`src/rtl/ifu_fetch_ctrl.sv`:
```
// IFU fetch controller: takes FTQ blocks, issues one ICache read each, buffers live responses for the IB.
// Optional macro IFU_RESP_BYPASS_EN: a live response reaches ib_* combinationally when the FIFO is empty.

package ifu_fetch_ctrl_pkg;
  localparam int unsigned IFU_ADDR_W  = 32;
  localparam int unsigned IFU_FETCH_W = 4;
  localparam int unsigned IFU_LEN_W   = $clog2(IFU_FETCH_W + 1);

  typedef struct packed {
    logic                  valid;
    logic [IFU_ADDR_W-1:0] start_pc;
    logic [IFU_LEN_W-1:0]  length;
    logic                  is_cross_cacheline;
  } ftq_block_t;
endpackage

module ifu_fetch_ctrl
  import ifu_fetch_ctrl_pkg::*;
#(
  parameter int unsigned ADDR_WIDTH  = IFU_ADDR_W,
  parameter int unsigned FETCH_WIDTH = IFU_FETCH_W,
  parameter int unsigned FTQ_SIZE    = 8
) (
  input  logic                              clk,
  input  logic                              rst_n,
  input  ftq_block_t                        ftq_i,
  input  logic [$clog2(FTQ_SIZE)-1:0]       ftq_id_i,
  output logic                              ftq_accept_o,
  input  logic                              ftq_redirect_i,
  input  logic                              backend_flush_i,
  output logic                              icache_req_valid_o,
  input  logic                              icache_req_ready_i,
  output logic [ADDR_WIDTH-1:0]             icache_req_addr_o,
  output logic                              icache_req_cross_o,
  input  logic                              icache_resp_valid_i,
  input  logic [FETCH_WIDTH*32-1:0]         icache_resp_data_i,
  output logic [FETCH_WIDTH-1:0]            ib_valid_o,
  output logic [FETCH_WIDTH*ADDR_WIDTH-1:0] ib_pc_o,
  output logic [FETCH_WIDTH*32-1:0]         ib_instr_o,
  output logic [FETCH_WIDTH-1:0]            ib_last_o,
  output logic [$clog2(FTQ_SIZE)-1:0]       ib_ftq_id_o,
  input  logic                              ib_ready_i
);

  localparam int unsigned ID_W   = $clog2(FTQ_SIZE);
  localparam int unsigned LEN_W  = IFU_LEN_W;
  localparam int unsigned PC_W   = FETCH_WIDTH * ADDR_WIDTH;
  localparam int unsigned DATA_W = FETCH_WIDTH * 32;

  typedef struct packed {
    logic [FETCH_WIDTH-1:0] valid;
    logic [PC_W-1:0]        pc;
    logic [DATA_W-1:0]      instr;
    logic [FETCH_WIDTH-1:0] last;
    logic [ID_W-1:0]        id;
  } bundle_t;

  typedef enum logic [1:0] {
    S_IDLE = 2'd0,
    S_WAIT = 2'd1,
    S_DROP = 2'd2
  } state_e;

  state_e                state_q, state_d;
  logic [ID_W-1:0]       inf_id_q, inf_id_d;
  logic [ADDR_WIDTH-1:0] inf_pc_q, inf_pc_d;
  logic [LEN_W-1:0]      inf_len_q, inf_len_d;
  bundle_t               fifo_q [0:1];
  bundle_t               fifo_d [0:1];
  logic                  rd_ptr_q, rd_ptr_d;
  logic                  wr_ptr_q, wr_ptr_d;
  logic [1:0]            cnt_q, cnt_d;

  bundle_t    resp_bundle;
  bundle_t    ib_out;
  logic       inflight, resp_take, resp_live, resp_drop, fifo_empty;
  logic       byp_cand, byp_show, pop_credit, fifo_pop, push, slot_free, accept;
  logic [2:0] occ;

  // Expand the in-flight block and the response data into lane form.
  always_comb begin
    resp_bundle    = '0;
    resp_bundle.id = inf_id_q;
    for (int unsigned i = 0; i < FETCH_WIDTH; i++) begin
      if (i < 32'(inf_len_q)) begin
        resp_bundle.valid[i]                       = 1'b1;
        resp_bundle.pc[i*ADDR_WIDTH +: ADDR_WIDTH] = inf_pc_q + ADDR_WIDTH'(4 * i);
        resp_bundle.instr[i*32 +: 32]              = icache_resp_data_i[i*32 +: 32];
      end
      if (32'(inf_len_q) == i + 1) resp_bundle.last[i] = 1'b1;
    end
  end

  assign inflight   = (state_q != S_IDLE);
  assign resp_take  = inflight & icache_resp_valid_i;
  assign resp_live  = (state_q == S_WAIT) & icache_resp_valid_i;
  assign resp_drop  = (state_q == S_DROP) & icache_resp_valid_i;
  assign fifo_empty = (cnt_q == 2'd0);

`ifdef IFU_RESP_BYPASS_EN
  assign byp_cand = fifo_empty & resp_live;
`else
  assign byp_cand = 1'b0;
`endif
  assign byp_show = byp_cand & ~ftq_redirect_i & ~backend_flush_i;

  always_comb begin
    ib_out = '0;
    if (byp_show)         ib_out = resp_bundle;
    else if (!fifo_empty) ib_out = fifo_q[rd_ptr_q];
  end

  assign ib_valid_o  = ib_out.valid;
  assign ib_pc_o     = ib_out.pc;
  assign ib_instr_o  = ib_out.instr;
  assign ib_last_o   = ib_out.last;
  assign ib_ftq_id_o = ib_out.id;

  // Occupancy the FIFO is committed to after this cycle; redirect is deliberately not a term.
  assign pop_credit = ib_ready_i & (~fifo_empty | byp_cand);
  assign occ        = 3'(cnt_q) + 3'(inflight) - 3'(pop_credit) - 3'(resp_drop);
  assign slot_free  = (~inflight | resp_take) & (occ < 3'd2);
  assign accept     = rst_n & ftq_i.valid & icache_req_ready_i & ~backend_flush_i & slot_free;

  assign ftq_accept_o       = accept;
  assign icache_req_valid_o = accept;
  assign icache_req_addr_o  = ADDR_WIDTH'(ftq_i.start_pc);
  assign icache_req_cross_o = ftq_i.is_cross_cacheline;

  assign fifo_pop = ib_ready_i & ~fifo_empty;
  assign push     = resp_live & ~ftq_redirect_i & ~backend_flush_i & ~(byp_show & ib_ready_i);

  // Next state, in-flight tracking and FIFO update.
  always_comb begin
    state_d   = state_q;
    inf_id_d  = inf_id_q;
    inf_pc_d  = inf_pc_q;
    inf_len_d = inf_len_q;
    fifo_d    = fifo_q;
    rd_ptr_d  = rd_ptr_q;
    wr_ptr_d  = wr_ptr_q;
    cnt_d     = cnt_q;

    if (backend_flush_i) begin
      state_d = (inflight & ~icache_resp_valid_i) ? S_DROP : S_IDLE;
    end else if (ftq_redirect_i) begin
      state_d = (accept | (inflight & ~icache_resp_valid_i)) ? S_DROP : S_IDLE;
    end else if (accept) begin
      state_d = S_WAIT;
    end else if (resp_take) begin
      state_d = S_IDLE;
    end

    if (accept) begin
      inf_id_d  = ftq_id_i;
      inf_pc_d  = ADDR_WIDTH'(ftq_i.start_pc);
      inf_len_d = ftq_i.length;
    end

    if (backend_flush_i) begin
      rd_ptr_d = 1'b0;
      wr_ptr_d = 1'b0;
      cnt_d    = 2'd0;
    end else begin
      if (push) begin
        fifo_d[wr_ptr_q] = resp_bundle;
        wr_ptr_d         = ~wr_ptr_q;
      end
      if (fifo_pop) rd_ptr_d = ~rd_ptr_q;
      cnt_d = cnt_q + 2'(push) - 2'(fifo_pop);
    end
  end

  always_ff @(posedge clk) begin
    if (!rst_n) begin
      state_q   <= S_IDLE;
      inf_id_q  <= '0;
      inf_pc_q  <= '0;
      inf_len_q <= '0;
      fifo_q[0] <= '0;
      fifo_q[1] <= '0;
      rd_ptr_q  <= 1'b0;
      wr_ptr_q  <= 1'b0;
      cnt_q     <= 2'd0;
    end else begin
      state_q   <= state_d;
      inf_id_q  <= inf_id_d;
      inf_pc_q  <= inf_pc_d;
      inf_len_q <= inf_len_d;
      fifo_q    <= fifo_d;
      rd_ptr_q  <= rd_ptr_d;
      wr_ptr_q  <= wr_ptr_d;
      cnt_q     <= cnt_d;
    end
  end

endmodule
```
`config.mk`:
```
export PLATFORM = sky130hd
export DESIGN_NAME = ifu_fetch_ctrl
export DESIGN_NICKNAME = d
export VERILOG_FILES = /design/src/rtl/ifu_fetch_ctrl.sv
export SDC_FILE = /design/constraint.sdc
export NUM_CORES = 2
export LEC_CHECK = 0
export ABC_AREA = 0
export CAP_MARGIN = 20
export CORE_MARGIN = 5
export CORE_UTILIZATION = 50
export DETAILED_ROUTE_END_ITERATION = 10
export MAX_ROUTING_LAYER = met4
export PLACE_DENSITY = 0.86
export SLEW_MARGIN = 20
export SYNTH_ARGS = -nofsm -noshare
export SYNTH_HDL_FRONTEND = slang
export SYNTH_SLANG_ARGS = --single-unit
export TNS_END_PERCENT = 5
```
`constraint.sdc`:
```
create_clock -name clk -period 5.35 [get_ports clk]
set_input_delay 1.3375 -clock clk [delete_from_list [all_inputs] [get_ports clk]]
set_output_delay 1.3375 -clock clk [all_outputs]
set_load 0.05 [all_outputs]
```
### Word level (Yosys, flattened, before mapping)

Index checks and enable logic that the tools add are counted.

* memories kept: 0
* bits in registers: 578
* bits in latches: 0
* bits in read-only memories: 0
* memory bits (writable): 0
* logic and storage cells: 98

* shifts and indexed selects: 0
* reductions and logical operators: 6
* mux-type cells: 29
* bitwise gates (word level): 24
* div/mod/pow operators: 0
* order comparisons: 8
* add/sub/neg operators: 8
* equal/unequal tests: 6
* $mul: 0

Operators by type and width (count)
* $mux 267: 5
* $bwmux 534: 1
* $demux 267 s1: 1
* $mux 32: 8
* $add 32x4->32 const B: 2
* $add 32x3->32 const B: 1
* $and 1x1->1: 12
* $mux 2: 6
* $mux 1: 8
* $not 1->1: 8
* $eq 3x2->1 const B: 2
* $lt 1x3->1 const A: 2
* $lt 2x3->1 const A: 2
* $sub 3x1->3: 2
* $ge 2x2->1 const B: 2
* $not 1->2: 2
* $reduce_bool 4->1: 1
* $add 2x1->3: 1
* $eq 3x1->1 const B: 1
* $eq 3x3->1 const B: 1
* $lt 3x2->1 const B: 1
* $add 2x1->2: 1
* $eq 2x1->1 const B: 1
* $eq 2x2->1 const B: 1
* 8 further kinds: 9

### Longest topological paths before layout

* depth in word-level cells: 12
* gate-level depth with buffers: 14
* mapped depth without buffers: 12

### Least setup slack after synthesis

OpenSTA, ideal clock, no wires.

* kind: input-to-output
* start point: input ib_ready_i
* end point: output icache_req_valid_o
* data arrival time: 4.070 ns
* data required time: 4.013 ns
* stages on the path: 14
* setup slack: -0.057 ns
* cells stage by stage: o21ai_1 > xor2_1 > ha_1 > a21oi_1 > ha_1 > inv_1 > ha_1 > xnor2_1 > o21ai_0 > or4_1 > clkbuf_1 > buf_2 > inv_1 > buf_4

* word-level cells in the longest chain between the ends: 6

RTL lines
* from (decl): line 42 `input logic ib_ready_i`
* $and 1x1->1: line 120 `assign pop_credit = ib_ready_i & (~fifo_empty | byp_cand);`
* $sub 3x1->3 (2 in series): line 121 `assign occ = 3'(cnt_q) + 3'(inflight) - 3'(pop_credit) - 3'(resp_drop);`
* $lt 3x2->1: line 122 `assign slot_free = (~inflight | resp_take) & (occ < 3'd2);`
* $and 1x1->1: line 122
* $and 1x1->1: line 123 `assign accept = rst_n & ftq_i.valid & icache_req_ready_i & ~backend_flush_i & slot_free;`
* to (decl): line 31 `output logic icache_req_valid_o,`

No other way between the ends.

### Final worst setup path

* start point: input icache_resp_valid_i
* end point: output icache_req_valid_o

* word-level cells in the longest chain between the ends: 5
* elaborated cells between the ends (all ways): 7
* those cells by class: 1 x add/sub; 1 x order compare; 5 x bitwise

RTL lines
* from (decl): line 35 `input logic icache_resp_valid_i,`
* $and 1x1->1: line 97 `assign resp_drop = (state_q == S_DROP) & icache_resp_valid_i;`
* $sub 3x1->3: line 121
* $lt 3x2->1: line 122
* $and 1x1->1 *: line 122
* $and 1x1->1 *: line 123

Mark *: on every way between the ends. The rest lies on a longest branch, timed or not.

==> Flow_metrics.wiki <==
{| class="wikitable"
! Metric !! Value
|-
| Number of endpoints failing setup at the final stage || 0
|-
| Met1 usage || 36.5%
|-
| Post-synth EDFFs || 0
|-
| Buffer and inverter count on the worst path || 4
|-
| Post-CTS clock slew at the launch and capture registers of the worst setup and hold paths || 0.06 ns
|-
| Source-to-sink clock delay at the later pin of the worst-skew pair || 0.60 ns
|-
| Relative area change from synthesis to final layout || 24.5%
|-
| Post-synthesis area per instance || 7.88 sq um
|-
| Most common library cell in the layout ignoring fill and taps || dfxtp_1
|-
| Internal Dissipation || a little under 0.007 W
|-
| Library cell occupying the most area in the post-synthesis netlist || dfxtp_1
|-
| Syn Std Cell Area || between 0.02 and 0.03 sq mm
|-
| Deepest level of the CTS H-tree || 2
|-
| Die area || between 0.05 and 0.06 sq mm
|-
| Placement Rows || 83
|-
| TritonCTS clock tree || done
|-
| DRC Markers || 0
|-
| Max VDD drop || 0.240 mV
|-
| Initial standard-cell utilization of the core || between 50% and 60%
|-
| Largest incremental delay on the critical path || 0.60 ns
|-
| Share of post-route cells with drive strength above 1 || 4.57%
|-
| Number of library cell types mapped by synthesis || between 40 and 50
|-
| Final critical path time including I/O delays and setup || about 5.2 ns
|-
| Area of the placeable core || 0.0516 sq mm
|-
| Final Hold Viols || 0
|-
| Utilization of the core after routing || between 60% and 70%
|-
| F_max || between 150 and 200 MHz
|-
| Crit path launch type || input pin
|-
| Yosys synthesis warning count || 0
|-
| Synth Register Bits || about 580
|-
| Unrepaired setup endpoints after global routing || no
|-
| Ports || approximately 480
|-
| Cell with the largest stage delay on the worst path || or4_4
|-
| Clock power share || a little under half
|-
| DPL Wire Length || 53300 microns
|-
| Most used cells in the layout excluding fill and tap cells || dfxtp_1 (576), nand2_1 (562), clkdlybuf4s50_1 (470)
|-
| Comb pwr share || ~4.4%
|-
| Switching Share || 22.3%
|-
| Critical path's top delay family || simple AND/OR/NAND/NOR gates
|-
| Die height || between 200 and 250 microns
|-
| Sink Count || slightly below 600
|-
| Areal power density over the cells || ~270 mW/mm^2
|-
| Worst endpoint required time || roughly 4 ns
|-
| Nets || roughly 3700
|-
| Hold-fix buffer count after cts || 0
|-
| First-pass detailed-route iteration total || 6
|-
| Max-slew violation count || 0
|-
| Actual slew at the worst max-slew pin || slightly above 1 ns
|-
| Buffer cell driving the clock tree root || clkbuf_16
|-
| Synthesized net count || around 3500
|-
| Area fraction of the dominant cell type after synthesis || between 40% and 50%
|-
| Remaining global-route overflow || 0
|-
| Routability congestion estimate from global placement || ~0.93
|-
| Worst slew margin relative to its limit || roughly 31%
|-
| Starting DRC count in detailed routing || ~2400
|-
| Clk buf depth || 3
|-
| Final routed wire length divided by cell count || around 19 microns
|-
| Number of buffers created by CTS || slightly below 60
|-
| Global-route wire length before repair || approximately 130000 microns
|-
| GR Util met2 || about 42%
|-
| Number of nets with antenna violations after detailed routing || 0
|-
| Most crowded layer after global routing || met2
|-
| Vias || 24500
|-
| Routed via count divided by cell count || approximately 5.7
|-
| Total Routed Length || 82600 microns
|-
| Number of global-route vias before repair || 22900
|-
| Sequential area share after synthesis || approximately 44%
|-
| Critical Path Most Common Cell || ha_1
|-
| Total Negative Setup Slacks || 0 ns
|-
| Category of the worst setup path capture point || output pin
|-
| Count of input and output buffers || 474
|-
| Antenna violations before repair || 5
|-
| Final critical-path share of the clock period || between 90% and 100%
|-
| Synth async-reset ratio || 0%
|-
| Global-route usage over all layers || between 20 and 30%
|-
| Maximum number of pins on one net before global-route repair || 160
|-
| Status || completed
|-
| Power spent charging and discharging nets || a little under 0.002 W
|-
| Floorplan die width || between 200 and 250 microns
|-
| Worst hold-check path type || reg -> reg
|-
| Sequential share of power || 49.1%
|-
| Arrival @ worst endpoint || just under 4 ns
|-
| Synthesized netlist cell count || approximately 3300
|-
| Commonest register cell after synthesis || dfxtp_1
|-
| Critical Setup Path Class || in -> out
|-
| Largest clock skew in the final design || between 0.015 and 0.02 ns
|-
| Max-Cap Viols || 0
|-
| Hold Worst Slack || approximately 0.45 ns
|-
| CP cell instances || dlygate4sd2_1 -> nand3b_1 -> xor2_1 -> ha_2 -> a21oi_2 -> ha_1 -> inv_1 -> ha_1 -> xnor2_1 -> o21ai_1 -> or4_4 -> clkinvlp_4 -> buf_12
|-
| Leakage || 9.76 nW
|-
| Max FO, Critical Path || 2
|-
| Global-route met3 utilization || 5.10%
|-
| Cells taking the most area after synthesis || dfxtp_1 (44%), mux2i_1 (12%), nand2_1 (8.1%), a21oi_1 (7.8%), nand3_1 (7.5%)
|}
[state kept, by name, summed over array words and instances, names as in the netlist]
register and cells:
fifo_q 534, inf_pc_q 32, inf_len_q 3, rd_ptr_q 1
cnt_q 2, wr_ptr_q 1, state_q 2, inf_id_q 3
[repair_timing]
item / CTS / global route
endpoints found under the setup margin: 2 / 2
setup buffers: 0 / 0
endpoints found under the hold margin: 0 / 0
gates resized for setup: 4 / 3
cloned: 0 / 0
pin swaps: 2 / 3
[path summary, 6_finish.rpt]
check	startpoint	to	slack (ns)	cells after the start
setup reg to reg	state_q[1]$_SDFFE_PN0P_	inf_pc_q[0]$_SDFFE_PN0P_	1.89	13
setup / recovery	icache_resp_valid_i	icache_req_valid_o	0.15	13
hold / removal	fifo_q[456]$_SDFFE_PN0P_	fifo_q[456]$_SDFFE_PN0P_	0.45	2
hold reg to reg	fifo_q[456]$_SDFFE_PN0P_	fifo_q[456]$_SDFFE_PN0P_	0.45	2
[metrics by stage]
stage	instances	power [W]	cell area (sq um)	setup WS, ns
floorplan	3319	0.00462	26200	0.100
global placement	4168	0.00481	30600	-0.198
detailed placement	4168	0.00481	30600	-0.254
CTS	4272	0.00887	32600	0.0253
global route	4276	0.00908	32600	0.0321
finish	4277	0.00883	32600	0.149
[layout make-up]
class / instances / area [sq um]
Inverter: 13 / 60.1
Clock buffer: 88 / 1750
Sequential cell: 578 / 11600
Clock inverter: 16 / 185
Tap cell: 680 / 851
Fill cell: 4242 / 19000
Timing Repair Buffer: 511 / 5180
Antenna cell: 5 / 12.5
Multi-Input combinational cell: 2386 / 13000
[per-layer routing]
metal	share of wire, %	wire length, microns
met5	0	0
met4	4.8	3980
met3	8.2	6790
met2	46	38200
met1	41	33700
[Yosys cell counts, drive strengths merged (24+ instances only)]
cell,number
xor2,48
clkbuf,152
dfxtp,578
buf,190
nand2,563
nor2,396
mux2i,305
nor3,24
o21ai,123
nand3,392
xnor2,32
a21oi,407
[power by group through the flow]
stage / registers, W / logic (W) / clock network, W
after floorplan: 0.00441 / 0.000207 / 0
after global placement: 0.00443 / 0.000382 / 0
after detailed placement: 0.00443 / 0.000383 / 0
after CTS: 0.00434 / 0.000386 / 0.00415
final: 0.00434 / 0.000390 / 0.00411
after global routing: 0.00433 / 0.000408 / 0.00434
[kinds of logic (layout without fill, tap and decap cells)]
family / count (synthesis) / after routing / share of synthesized area (%)
and+or+nand+nor: 1432 / 1432 / 23.7
DFF: 578 / 578 / 44.2
AOI/OAI and AO/OA: 561 / 561 / 11.1
buffers and inverters: 355 / 628 / 6.33
muxes: 305 / 305 / 11.7
xor gates and xnor gates: 80 / 80 / 2.68
adders and majority gates: 8 / 8 / 0.383
other: 0 / 5 / 0
[worst register-to-register path, stage by stage (launching register included)]
cell      delay (ns)
dfxtp_1         0.50
nand3b_1        0.22
xor2_1          0.22
ha_2            0.20
a21oi_2         0.04
ha_1            0.27
inv_1           0.04
ha_1            0.19
xnor2_1         0.15
o21ai_1         0.09
or4_4           0.60
buf_4           0.40
mux2i_1         0.34
nor2_1          0.06
No activity file was read; power rests on OpenSTA's default activity.
